<file path="config.mk">
export PLATFORM = sky130hd
export DESIGN_NAME = pipe_issue_ctrl
export DESIGN_NICKNAME = d
export VERILOG_FILES = /design/src/rtl/pipe_issue_ctrl.sv
export SDC_FILE = /design/constraint.sdc
export NUM_CORES = 1
export LEC_CHECK = 0
export CORE_MARGIN = 5
export CORE_UTILIZATION = 52
export CTS_BUF_LIST = sky130_fd_sc_hd__clkbuf_8 sky130_fd_sc_hd__clkbuf_16
export DETAILED_ROUTE_END_ITERATION = 10
export GPL_TIMING_DRIVEN = 0
export HOLD_SLACK_MARGIN = 0.12
export MAX_ROUTING_LAYER = met4
export PLACE_DENSITY = 0.87
export SLEW_MARGIN = 30
export SYNTH_ARGS = -nofsm -noshare
export SYNTH_HDL_FRONTEND = slang
export SYNTH_SLANG_ARGS = --single-unit
</file>
<file path="constraint.sdc">
create_clock -name clk -period 3.4 [get_ports clk]
set_input_delay 0.68 -clock clk [delete_from_list [all_inputs] [get_ports clk]]
set_output_delay 0.68 -clock clk [all_outputs]
set_load 0.01 [all_outputs]
</file>
<file path="src/rtl/pipe_issue_ctrl.sv">
// In-order issue controller: one-entry hold register plus a 3-stage writer scoreboard for RAW stalls.
// Latency: accept on edge N, issue in cycle N+1 at the earliest; in_ready drops while the held entry is stalled.
module pipe_issue_ctrl #(
  parameter int CNT_W = 16
) (
  input  logic             clk,
  input  logic             rst,
  input  logic             in_valid,
  input  logic [31:0]      in_inst,
  output logic             in_ready,
  output logic             iss_valid,
  output logic [1:0]       iss_op,
  output logic [4:0]       iss_rs1,
  output logic [4:0]       iss_rs2,
  output logic [4:0]       iss_rd,
  output logic             stall,
  output logic             busy,
  output logic [CNT_W-1:0] issue_cnt,
  output logic [CNT_W-1:0] stall_cnt
);

  typedef struct packed {
    logic [1:0] op;
    logic [4:0] rs1;
    logic [4:0] rs2;
    logic [4:0] rd;
  } inst_t;

  typedef struct packed {
    logic       v;
    logic [4:0] rd;
  } sb_t;

  inst_t          hold;
  logic           hold_v;
  sb_t   [2:0]    sb;
  logic           raw_match;
  logic           hazard;
  logic           accept;
  logic           unused_inst_bits;

  // Bits 19:5 carry no information this controller needs.
  assign unused_inst_bits = ^in_inst[19:5];

  always_comb begin
    raw_match = 1'b0;
    for (int i = 0; i < 3; i++) begin
      if (sb[i].v && ((sb[i].rd == hold.rs1) || (sb[i].rd == hold.rs2))) begin
        raw_match = 1'b1;
      end
    end
  end

  // NOPs (op 1x) never wait on sources.
  assign hazard    = hold_v && !hold.op[1] && raw_match;
  assign iss_valid = !rst && hold_v && !hazard;
  assign stall     = !rst && hold_v && hazard;
  assign in_ready  = !rst && (!hold_v || iss_valid);
  assign accept    = in_valid && in_ready;

  assign iss_op  = hold.op;
  assign iss_rs1 = hold.rs1;
  assign iss_rs2 = hold.rs2;
  assign iss_rd  = hold.rd;

  assign busy = hold_v || sb[0].v || sb[1].v || sb[2].v;

  always_ff @(posedge clk) begin
    if (rst) begin
      hold_v    <= 1'b0;
      hold      <= '0;
      sb        <= '0;
      issue_cnt <= '0;
      stall_cnt <= '0;
    end else begin
      if (accept) begin
        hold_v   <= 1'b1;
        hold.op  <= in_inst[31:30];
        hold.rs1 <= in_inst[29:25];
        hold.rs2 <= in_inst[24:20];
        hold.rd  <= in_inst[4:0];
      end else if (iss_valid) begin
        hold_v <= 1'b0;
      end

      // EX -> MEM -> WB; the WB entry retires on this edge.
      sb[0].v  <= iss_valid && !hold.op[1];
      sb[0].rd <= hold.rd;
      sb[1]    <= sb[0];
      sb[2]    <= sb[1];

      if (iss_valid) begin
        issue_cnt <= issue_cnt + 1'b1;
      end
      if (stall && (stall_cnt != {CNT_W{1'b1}})) begin
        stall_cnt <= stall_cnt + 1'b1;
      end
    end
  end

endmodule

</file>
==> results of run 1 <==
-- logic make-up after synthesis --
| kind of cell | count (synthesis) | share of synthesized area (%) |
|---|---|---|
| fa+ha+maj | 2 | 0.7932 |
| buf+inv | 25 | 3.570 |
| compound gates | 59 | 13.69 |
| flops | 68 | 43.16 |
| mux | 22 | 7.219 |
| xor+xnor | 34 | 9.441 |
| simple gates | 130 | 22.13 |
-- final timing paths --
kind,start,to,cells past startpoint
max reg2reg,iss_rs2[4],iss_rs2[2],9
max,iss_rs2[1],iss_valid,9
min,issue_cnt[15],issue_cnt[15],1
min reg2reg,issue_cnt[15],issue_cnt[15],1
-- per-stage QoR --
| stage | cells | hold slack [ns] | cell area, um2 | worst slack, ns |
|---|---|---|---|---|
| 4_1_cts | 503 | 0.4712 | 4189 | 0.004191 |
| 5_1_grt | 503 | 0.5023 | 4205 | 0.03793 |
| 3_5_place_dp | 486 | 0.4651 | 3959 | -0.02763 |
| 3_3_place_gp | 486 | 0.4581 | 3959 | 0.04293 |
| 2_1_floorplan | 340 | 0.4716 | 3154 | 0.7889 |
| 6_report | 503 | 0.4706 | 4205 | 0.1415 |
-- cells in the final DEF, fill, tap and decap left out, types with 2 or more instances in the layout --
master / n
nor4_2: 3
nor4_1: 5
or4_1: 5
a31oi_2: 2
nor2b_1: 23
a21oi_1: 18
buf_1: 2
and3_1: 7
a41o_1: 4
clkbuf_8: 11
dlymetal6s2s_1: 2
inv_1: 9
nand3b_1: 3
o21ai_0: 9
xor2_1: 15
o31ai_1: 4
nand4_1: 9
xnor2_1: 19
a211oi_1: 2
mux2i_1: 16
dfxtp_2: 8
o21a_1: 2
nor2_1: 36
nand3_1: 8
mux2_2: 5
buf_4: 4
a31o_2: 2
a21oi_2: 2
buf_6: 2
nand2_1: 17
buf_2: 2
clkdlybuf4s50_1: 69
ha_1: 2
clkbuf_1: 9
or3_1: 6
a311oi_1: 4
dfxtp_1: 59
-- final cells by class --
type                    instances  share of cell area, %
inverters                       9                 0.8033
multi-input cells             247                  40.26
repair buffers                 74                  17.55
plain buffers                  16                  1.934
flip-flops and latches         68                  32.70
clock buffers                  11                  3.600
well taps                      75                  2.231
clock inverters                 3                 0.9223
-- state kept, by name, indices dropped and copies added (netlist names) --
| register | cells |
|---|---|
| sb | 18 |
| issue_cnt | 16 |
| stall_cnt | 16 |
| iss_rd | 5 |
| iss_rs1 | 5 |
| iss_rs2 | 5 |
| iss_op | 2 |
| hold_v | 1 |
-- report_power, final --
part / leakage, uW / switching [uW] / internal [uW]
sequential: 0.000557 / 34.7 / 823
combinational: 0.000953 / 103 / 116
clock: 0.000102 / 293 / 367
total: 0.00161 / 431 / 1310
-- metal layers --
layer	vias up	GRT usage, %	routed length (um)
met1	1327	28.97	3477
li1	1378	-	-
met3	20	5.362	542
met4	0	11.16	225
met5	-	-	0
met2	102	37.60	3875
-- timing repair --
action                     4_1_cts  5_1_grt
pin swaps                        3        0
resized for setup                5       10
buffers inserted                 3        0
setup endpoints to repair        3        3
==> flow_metrics.tcl, run 1 <==
set metrics [dict create \
    seqCellArea_um2 1375 \
    grt_first_pass_wirelength_um 13810 \
    multi_input_area_um2 1693 \
    vdd_drop_max_uv 267.6 \
    seq_area_frac_synth_pct 43.16 \
    leakage_uw 0.001613 \
    path_buf_inv 3 \
    setup_viol 0 \
    crit_type "reg -> out" \
    clkTransAtPathRegs_ns 0.07 \
    final_util_pct 71.03 \
    grt-ovfl-total 0 \
    rows 28 \
    wl_um 8120 \
    dpl.hpwl_um 5830 \
    clockBufferDepth 2 \
    synthesis.area_um2 3154 \
    r2r_slack_ns 0.81 \
    die_w_um 87.89 \
    cpLargestDelayFamily "buffers and inverters" \
    firstDrtPassIters 4 \
    cts_hold_buf 0 \
    die_h_um 87.89 \
    hold_violations 0 \
    gp_congestion 0.9380 \
    grt.total_usage_pct 23.88 \
    drive_gt1_share_pct 12.15 \
    yosys-top-cells-count "dfxtp_1 (68), nor2_1 (36), nor2b_1 (23), xnor2_1 (19), a21oi_1 (18)" \
    cp_slowest_stage_delay_ns 0.55 \
    tightest_slew_ns 0.6328 \
    htreeDepth 3 \
    powerDensity_nw_per_um2 412.8 \
    maxCapViolations 0 \
    synth_nets 377 \
    async_flop_share_pct 0 \
    drt-wirelength-per-cell_um 16.14 \
    syn_to_final_growth_pct 33.32 \
    synth.area.top_cells "dfxtp_1 (43%), xnor2_1 (5.3%), mux2i_1 (5.1%)" \
    cts-root-buf "clkbuf_8" \
    nNetsFinal 462 \
    drt-initial-drc-count 182 \
    synth_top_area_share_pct 43.16 \
    ys_types 52 \
    grt_pass1_vias 2860 \
    required_ns 2.72 \
    start_kind "flip-flop" \
    end_kind "output pin" \
    ys_warn_count 0 \
    drc 0 \
    crit_chain "xor2_1 > nor4_2 > and3_4 > a311oi_4 > a21oi_2 > buf_4 > buf_6 > nor2_1 > clkdlybuf4s50_1" \
    synth_cells 340 \
    final.period_utilization_pct 95.84 \
    fmax_mhz 306.9 \
    fin_skew_ns 0.008412 \
    cts_tree "built" \
    yosysTopAreaCell "dfxtp_1" \
    path_max_fanout 10 \
    arrival_ns 2.58 \
    synth-main-ff-cell "dfxtp_1" \
    synth_edf_count 0 \
    status "complete, no violations" \
    cts_buffers 9 \
    antenna_found_initial 0 \
    dieArea_um2 7724 \
    initial_core_util_pct 53.28 \
    relSlewSlack_pct 57.68 \
    diodes 0 \
    port-buffer-count 71 \
    yosysMostFrequentCell "dfxtp_1" \
    final_max_slew_viol_count 0 \
    hp-class "reg -> reg" \
    post-route-min-period_ns 3.258 \
    io_pins 88 \
    coreArea_um2 5921 \
    cts.sinks 68 \
    p_total_uw 1736 \
    cp_slowest_cell "clkdlybuf4s50_1" \
    ys_ff_latch 68 \
    postRouteAntennaNets 0 \
    clock_latency_ns 0.35 \
    nFillCells 472 \
    synth_area_per_cell_um2 9.277 \
    setup_total_negative_slack_ns 0 \
    vias 2827 \
    rsz0062_at_grt "false" \
    drt-vias-per-instance 5.620 \
    grt_max_degree 11 \
]
Power figures use the tool's default switching activity.
==> run 2, diff against run 1 <==
--- a/config.mk
+++ b/config.mk
@@ -5,7 +5,8 @@
 export SDC_FILE = /design/constraint.sdc
 export NUM_CORES = 1
 export LEC_CHECK = 0
-export CORE_MARGIN = 5
+export CAP_MARGIN = 20
+export CORE_MARGIN = 2
 export CORE_UTILIZATION = 52
 export CTS_BUF_LIST = sky130_fd_sc_hd__clkbuf_8 sky130_fd_sc_hd__clkbuf_16
 export DETAILED_ROUTE_END_ITERATION = 10
==> run 2 against run 1 <==
  * Clock-buffer cell count decreased by 2
  * Die area decreased by 13%
  * Fmax decreased by 1.9%
  * Worst hold slack got worse by 0.0019 ns
  * Cell count increased by 0.40%
  * Largest cell class unchanged
==> flow_metrics.tcl, run 2 (synthesis gave the netlist of run 1 again) <==
set metrics [dict create \
    hold_violations 0 \
    placed_cell_area_um2 3959 \
    design_area_um2 4190 \
    syn_to_final_growth_pct 32.84 \
    port-buffer-count 71 \
    clkTransAtPathRegs_ns 0.07 \
    relSlewSlack_pct 55.21 \
    firstDrtPassIters 5 \
    final_common_cell "clkdlybuf4s50_1" \
    final.period_utilization_pct 97.68 \
    required_ns 2.72 \
    gp_congestion 0.8910 \
    fmax_mhz 301.1 \
    reg2reg_depth 9 \
    die_h_um 81.89 \
    netSwitchingFraction_pct 25.50 \
    nFillCells 435 \
    cts_tree "built" \
    leakage_uw 0.001583 \
    clockBufferDepth 2 \
    drt-vias-per-instance 5.717 \
    fin_skew_ns 0.006401 \
    drt-initial-drc-count 255 \
    final_max_slew_viol_count 0 \
    io_pins 88 \
    rsz0062_at_grt "false" \
    seqPwrFrac_pct 50.4 \
    whs_ns 0.4687 \
    vias 2887 \
    p_int_uw 1268 \
    initial_core_util_pct 53.59 \
    grt-ovfl-total 0 \
    setup_viol 0 \
    grt_max_degree 12 \
    post-route-min-period_ns 3.321 \
    status "complete, no violations" \
    dp_cells 486 \
    rows 28 \
    min_path_cells 1 \
    htreeDepth 3 \
    arrival_ns 2.64 \
    coreArea_um2 5886 \
    path_max_fanout 10 \
    grt_first_pass_wirelength_um 12770 \
    postRouteAntennaNets 0 \
    drc 0 \
    instances_no_fill 505 \
    r2r_slack_ns 0.79 \
    dieArea_um2 6705 \
    tightest_slew_ns 0.6697 \
    nNetsFinal 462 \
    clock_latency_ns 0.34 \
    r2r_start "iss_rs2[4]" \
    drive_gt1_share_pct 12.33 \
    wl_um 7903 \
    drt-wirelength-per-cell_um 15.65 \
    powerDensity_nw_per_um2 406.3 \
    die_w_um 81.89 \
    hp-class "reg -> reg" \
    crit_type "reg -> out" \
    setup_total_negative_slack_ns 0 \
    cts.sinks 68 \
    end_kind "output pin" \
    p_total_uw 1703 \
    rr_endpoint "iss_rs2[2]" \
    layout_common_cells "clkdlybuf4s50_1 (71), dfxtp_1 (58), nor2_1 (36), nor2b_1 (23), xnor2_1 (19)" \
    maxCapViolations 0 \
    cts_hold_buf 0 \
    reg_top3 "sb: 18 flops, issue_cnt: 16 flops, stall_cnt: 16 flops" \
    comb_power_share_pct 12.8 \
    power_frac_clock_pct 36.8 \
    cts_buffers 9 \
    regMostFlops "sb" \
    hp-start "issue_cnt[15]" \
    start_kind "flip-flop" \
    cts-root-buf "clkbuf_8" \
    largest_register_ffs 18 \
    antenna_found_initial 0 \
    grt.total_usage_pct 25.98 \
    hold-path-endpoint "issue_cnt[15]" \
    dpl.hpwl_um 5625 \
    diodes 0 \
    vdd_drop_max_uv 326.9 \
    grt_pass1_vias 2625 \
    p_sw_uw 434.2 \
]
-- run 2: how the worst max path moves through the flow --
stage,depth (start not counted),endpoint,slack [ns],from
2_1_floorplan,8,in_ready,0.79,iss_rs2[1]
3_3_place_gp,9,in_ready,0.08,iss_rs2[3]
3_5_place_dp,9,in_ready,0.04,iss_rs2[3]
4_1_cts,8,stall,0.008,iss_rs2[4]
5_1_grt,8,stall,0.007,iss_rs2[4]
6_report,8,stall,0.08,iss_rs2[4]
-- run 2: timing repair --
item | CTS | global route
resized for setup | 7 | 6
pin swaps | 2 | 1
setup endpoints to repair | 3 | 3
buffers inserted | 2 | 1
-- run 2: final cells by class --
type / count / area (um2) / share of cell area (%)
inverter: 9 / 33.78 / 0.8062
clock inverter: 7 / 60.06 / 1.433
tap: 75 / 93.84 / 2.239
multi-input combinational: 247 / 1687 / 40.25
clock buffer: 9 / 123.9 / 2.956
sequential: 68 / 1374 / 32.79
buffer: 16 / 85.08 / 2.030
timing repair buffer: 74 / 733.2 / 17.50
-- run 2: critical path, cell delays in order (launching register included) --
cell,delay (ns)
dfxtp_2,0.36
xor2_1,0.16
nor4_1,0.30
and3_4,0.24
a311oi_4,0.05
a21oi_2,0.22
buf_6,0.17
and3_1,0.23
clkdlybuf4s50_1,0.56
-- run 2: power by group through the flow --
stage / registers, uW / clock network, uW / logic (uW)
2_1_floorplan: 873 / 0 / 114
3_3_place_gp: 872 / 0 / 204
3_5_place_dp: 874 / 0 / 209
4_1_cts: 857 / 634 / 214
5_1_grt: 862 / 670 / 234
6_report: 858 / 626 / 218
-- run 2: per-stage QoR --
step	setup WS [ns]	utilization, %
6_report	0.07905	71.19
5_1_grt	0.007011	71.19
4_1_cts	0.008104	70.90
3_5_place_dp	0.03998	67.26
3_3_place_gp	0.08158	67.26
2_1_floorplan	0.7889	-
-- run 2: layer usage --
layer	part of all wire [%]	vias to the layer above	global-route usage [%]
met4	2.1	0	8.667
met2	48	101	41.14
met5	0	-	-
met1	44	1388	32.99
li1	-	1382	-
met3	5.4	16	5.604
==> run 3, diff against run 2 <==
--- a/config.mk
+++ b/config.mk
@@ -13,7 +13,7 @@
 export GPL_TIMING_DRIVEN = 0
 export HOLD_SLACK_MARGIN = 0.12
 export MAX_ROUTING_LAYER = met4
-export PLACE_DENSITY = 0.87
+export PLACE_DENSITY = 0.86
 export SLEW_MARGIN = 30
 export SYNTH_ARGS = -nofsm -noshare
 export SYNTH_HDL_FRONTEND = slang
==> run 3 against run 2 <==
  * Largest power group unchanged
  * Critical path depth rose by 1
  * Clock skew barely moved
  * Fmax rose by 2.7%
  * Final area rose by 1.3%
  * Largest cell class unchanged
  * Critical path type unchanged
  * Cell count did not move
  * Worst hold slack improved by 0.017 ns
  * First-iteration DRC count did not move
  * Clock-buffer cell count rose by 4
  * Highest routed layer unchanged
==> flow_metrics.tcl, run 3 (synthesis gave the netlist of run 1 again) <==
set metrics [dict create \
    p_int_uw 1357 \
    hp-start "iss_rd[4]" \
    gp_congestion 0.9156 \
    die_h_um 81.89 \
    coreArea_um2 5886 \
    regMostFlops "sb" \
    status "complete, no violations" \
    drt-vias-per-instance 5.665 \
    grt-ovfl-total 0 \
    cts.sinks 68 \
    power_frac_clock_pct 40.2 \
    layout_common_cells "clkdlybuf4s50_1 (69), dfxtp_1 (57), nor2_1 (36), nor2b_1 (23), xnor2_1 (19)" \
    cts_tree "built" \
    netSwitchingFraction_pct 24.82 \
    seqPwrFrac_pct 47.6 \
    grt.total_usage_pct 26.61 \
    drt-initial-drc-count 255 \
    io_pins 88 \
    nNetsFinal 462 \
    vdd_drop_max_uv 281.9 \
    final_common_cell "clkdlybuf4s50_1" \
    die_w_um 81.89 \
    setup_viol 0 \
    drt-wirelength-per-cell_um 16.24 \
    antenna_found_initial 0 \
    nFillCells 418 \
    tightest_slew_ns 0.6475 \
    cts_hold_buf 0 \
    initial_core_util_pct 53.59 \
    cts_buffers 9 \
    vias 2861 \
    diodes 0 \
    end_kind "output pin" \
    rsz0062_at_grt "false" \
    fmax_mhz 309.4 \
    dpl.hpwl_um 5609 \
    setup_total_negative_slack_ns 0 \
    drc 0 \
    postRouteAntennaNets 0 \
    leakage_uw 0.001622 \
    cp_slowest_stage_delay_ns 0.54 \
    hold_violations 0 \
    p_sw_uw 448.0 \
    multi_input_area_um2 1700 \
    cts-root-buf "clkbuf_8" \
    grt_first_pass_wirelength_um 13040 \
    wl_um 8200 \
    hp-class "reg -> reg" \
    syn_to_final_growth_pct 34.55 \
    dieArea_um2 6705 \
    firstDrtPassIters 4 \
    powerDensity_nw_per_um2 425.4 \
    fin_skew_ns 0.006884 \
    final.period_utilization_pct 95.06 \
    path_buf_inv 3 \
    clockBufferDepth 2 \
    crit_type "reg -> out" \
    cpLargestDelayFamily "buffers and inverters" \
    path_max_fanout 10 \
    r2r_start "iss_rs2[4]" \
    required_ns 2.72 \
    grt_pass1_vias 2724 \
    arrival_ns 2.55 \
    comb_power_share_pct 12.1 \
    final_max_slew_viol_count 0 \
    grt_max_degree 12 \
    clock_latency_ns 0.35 \
    largest_register_ffs 18 \
    post-route-min-period_ns 3.232 \
    start_kind "flip-flop" \
    rows 28 \
    maxCapViolations 0 \
    htreeDepth 3 \
    seqCellArea_um2 1375 \
    clkTransAtPathRegs_ns 0.07 \
    crit_start "iss_rs2[2]" \
    drive_gt1_share_pct 13.49 \
    relSlewSlack_pct 56.70 \
    port-buffer-count 71 \
    p_total_uw 1805 \
    reg_top3 "sb: 18 flops, issue_cnt: 16 flops, stall_cnt: 16 flops" \
    cp_slowest_cell "clkdlybuf4s50_1" \
    crit_chain "xor2_1 > nor4_2 > and3_4 > a311oi_4 > a21oi_2 > buf_4 > buf_6 > nor2_1 > clkdlybuf4s50_1" \
]
==> run 3: changes by cell type in the layout (fill, tap and decap cells not counted), sizes merged <==
cell / delta
clkbuf: +4
clkdlybuf4s50: -2
clkinv: -2
dlymetal6s2s: +2
inv: -2
==> run 3: through the flow <==
step / std cells / utilization [%] / hold WS, ns / instance area [um2] / worst slack, ns
after detailed placement: 486 / 67.26 / 0.4774 / 3959 / 0.05230
after global routing: 505 / 72.11 / 0.5131 / 4244 / 0.02330
final: 505 / 72.11 / 0.4853 / 4244 / 0.1678
after global placement: 486 / 67.26 / 0.4610 / 3959 / 0.06537
after floorplan: 340 / - / 0.4716 / 3154 / 0.7889
after CTS: 505 / 71.66 / 0.4841 / 4218 / 0.05357
==> run 3: area by class of cell <==
type                            instances  area share (%)
Inverter                                9          0.7960
Sequential cell                        68           32.40
Clock inverter                          3           1.002
Multi-Input combinational cell        247           40.06
Tap cell                               75           2.211
Buffer                                 16           1.916
Timing Repair Buffer                   74           17.39
Clock buffer                           13           4.216
==> run 3: path summary, 6_finish.rpt <==
check,slack (ns),end,depth (start not counted)
min,0.49,sb[4],1
min reg2reg,0.49,sb[4],1
max reg2reg,0.73,iss_rs2[0],9
max,0.17,iss_valid,9
==> run 3: repair_timing <==
item / CTS / global route
pin swaps: 4 / 0
resized for setup: 7 / 10
setup endpoints to repair: 3 / 3
buffers inserted: 3 / 0
==> run 3: power by group through the flow <==
| stage | logic (uW) | registers (uW) | clock network [uW] |
|---|---|---|---|
| after CTS | 215 | 857 | 723 |
| after global routing | 237 | 863 | 754 |
| after global placement | 204 | 872 | 0 |
| after detailed placement | 208 | 874 | 0 |
| after floorplan | 114 | 873 | 0 |
| final | 219 | 860 | 727 |
==> run 3: routing by layer <==
layer  global-route usage [%]  vias up  wire (um)
li1                         -     1373          -
met1                    32.76     1367       3502
met2                    42.44      103       4022
met3                    4.176       18        485
met4                    13.17        0        189
met5                        -        -          0
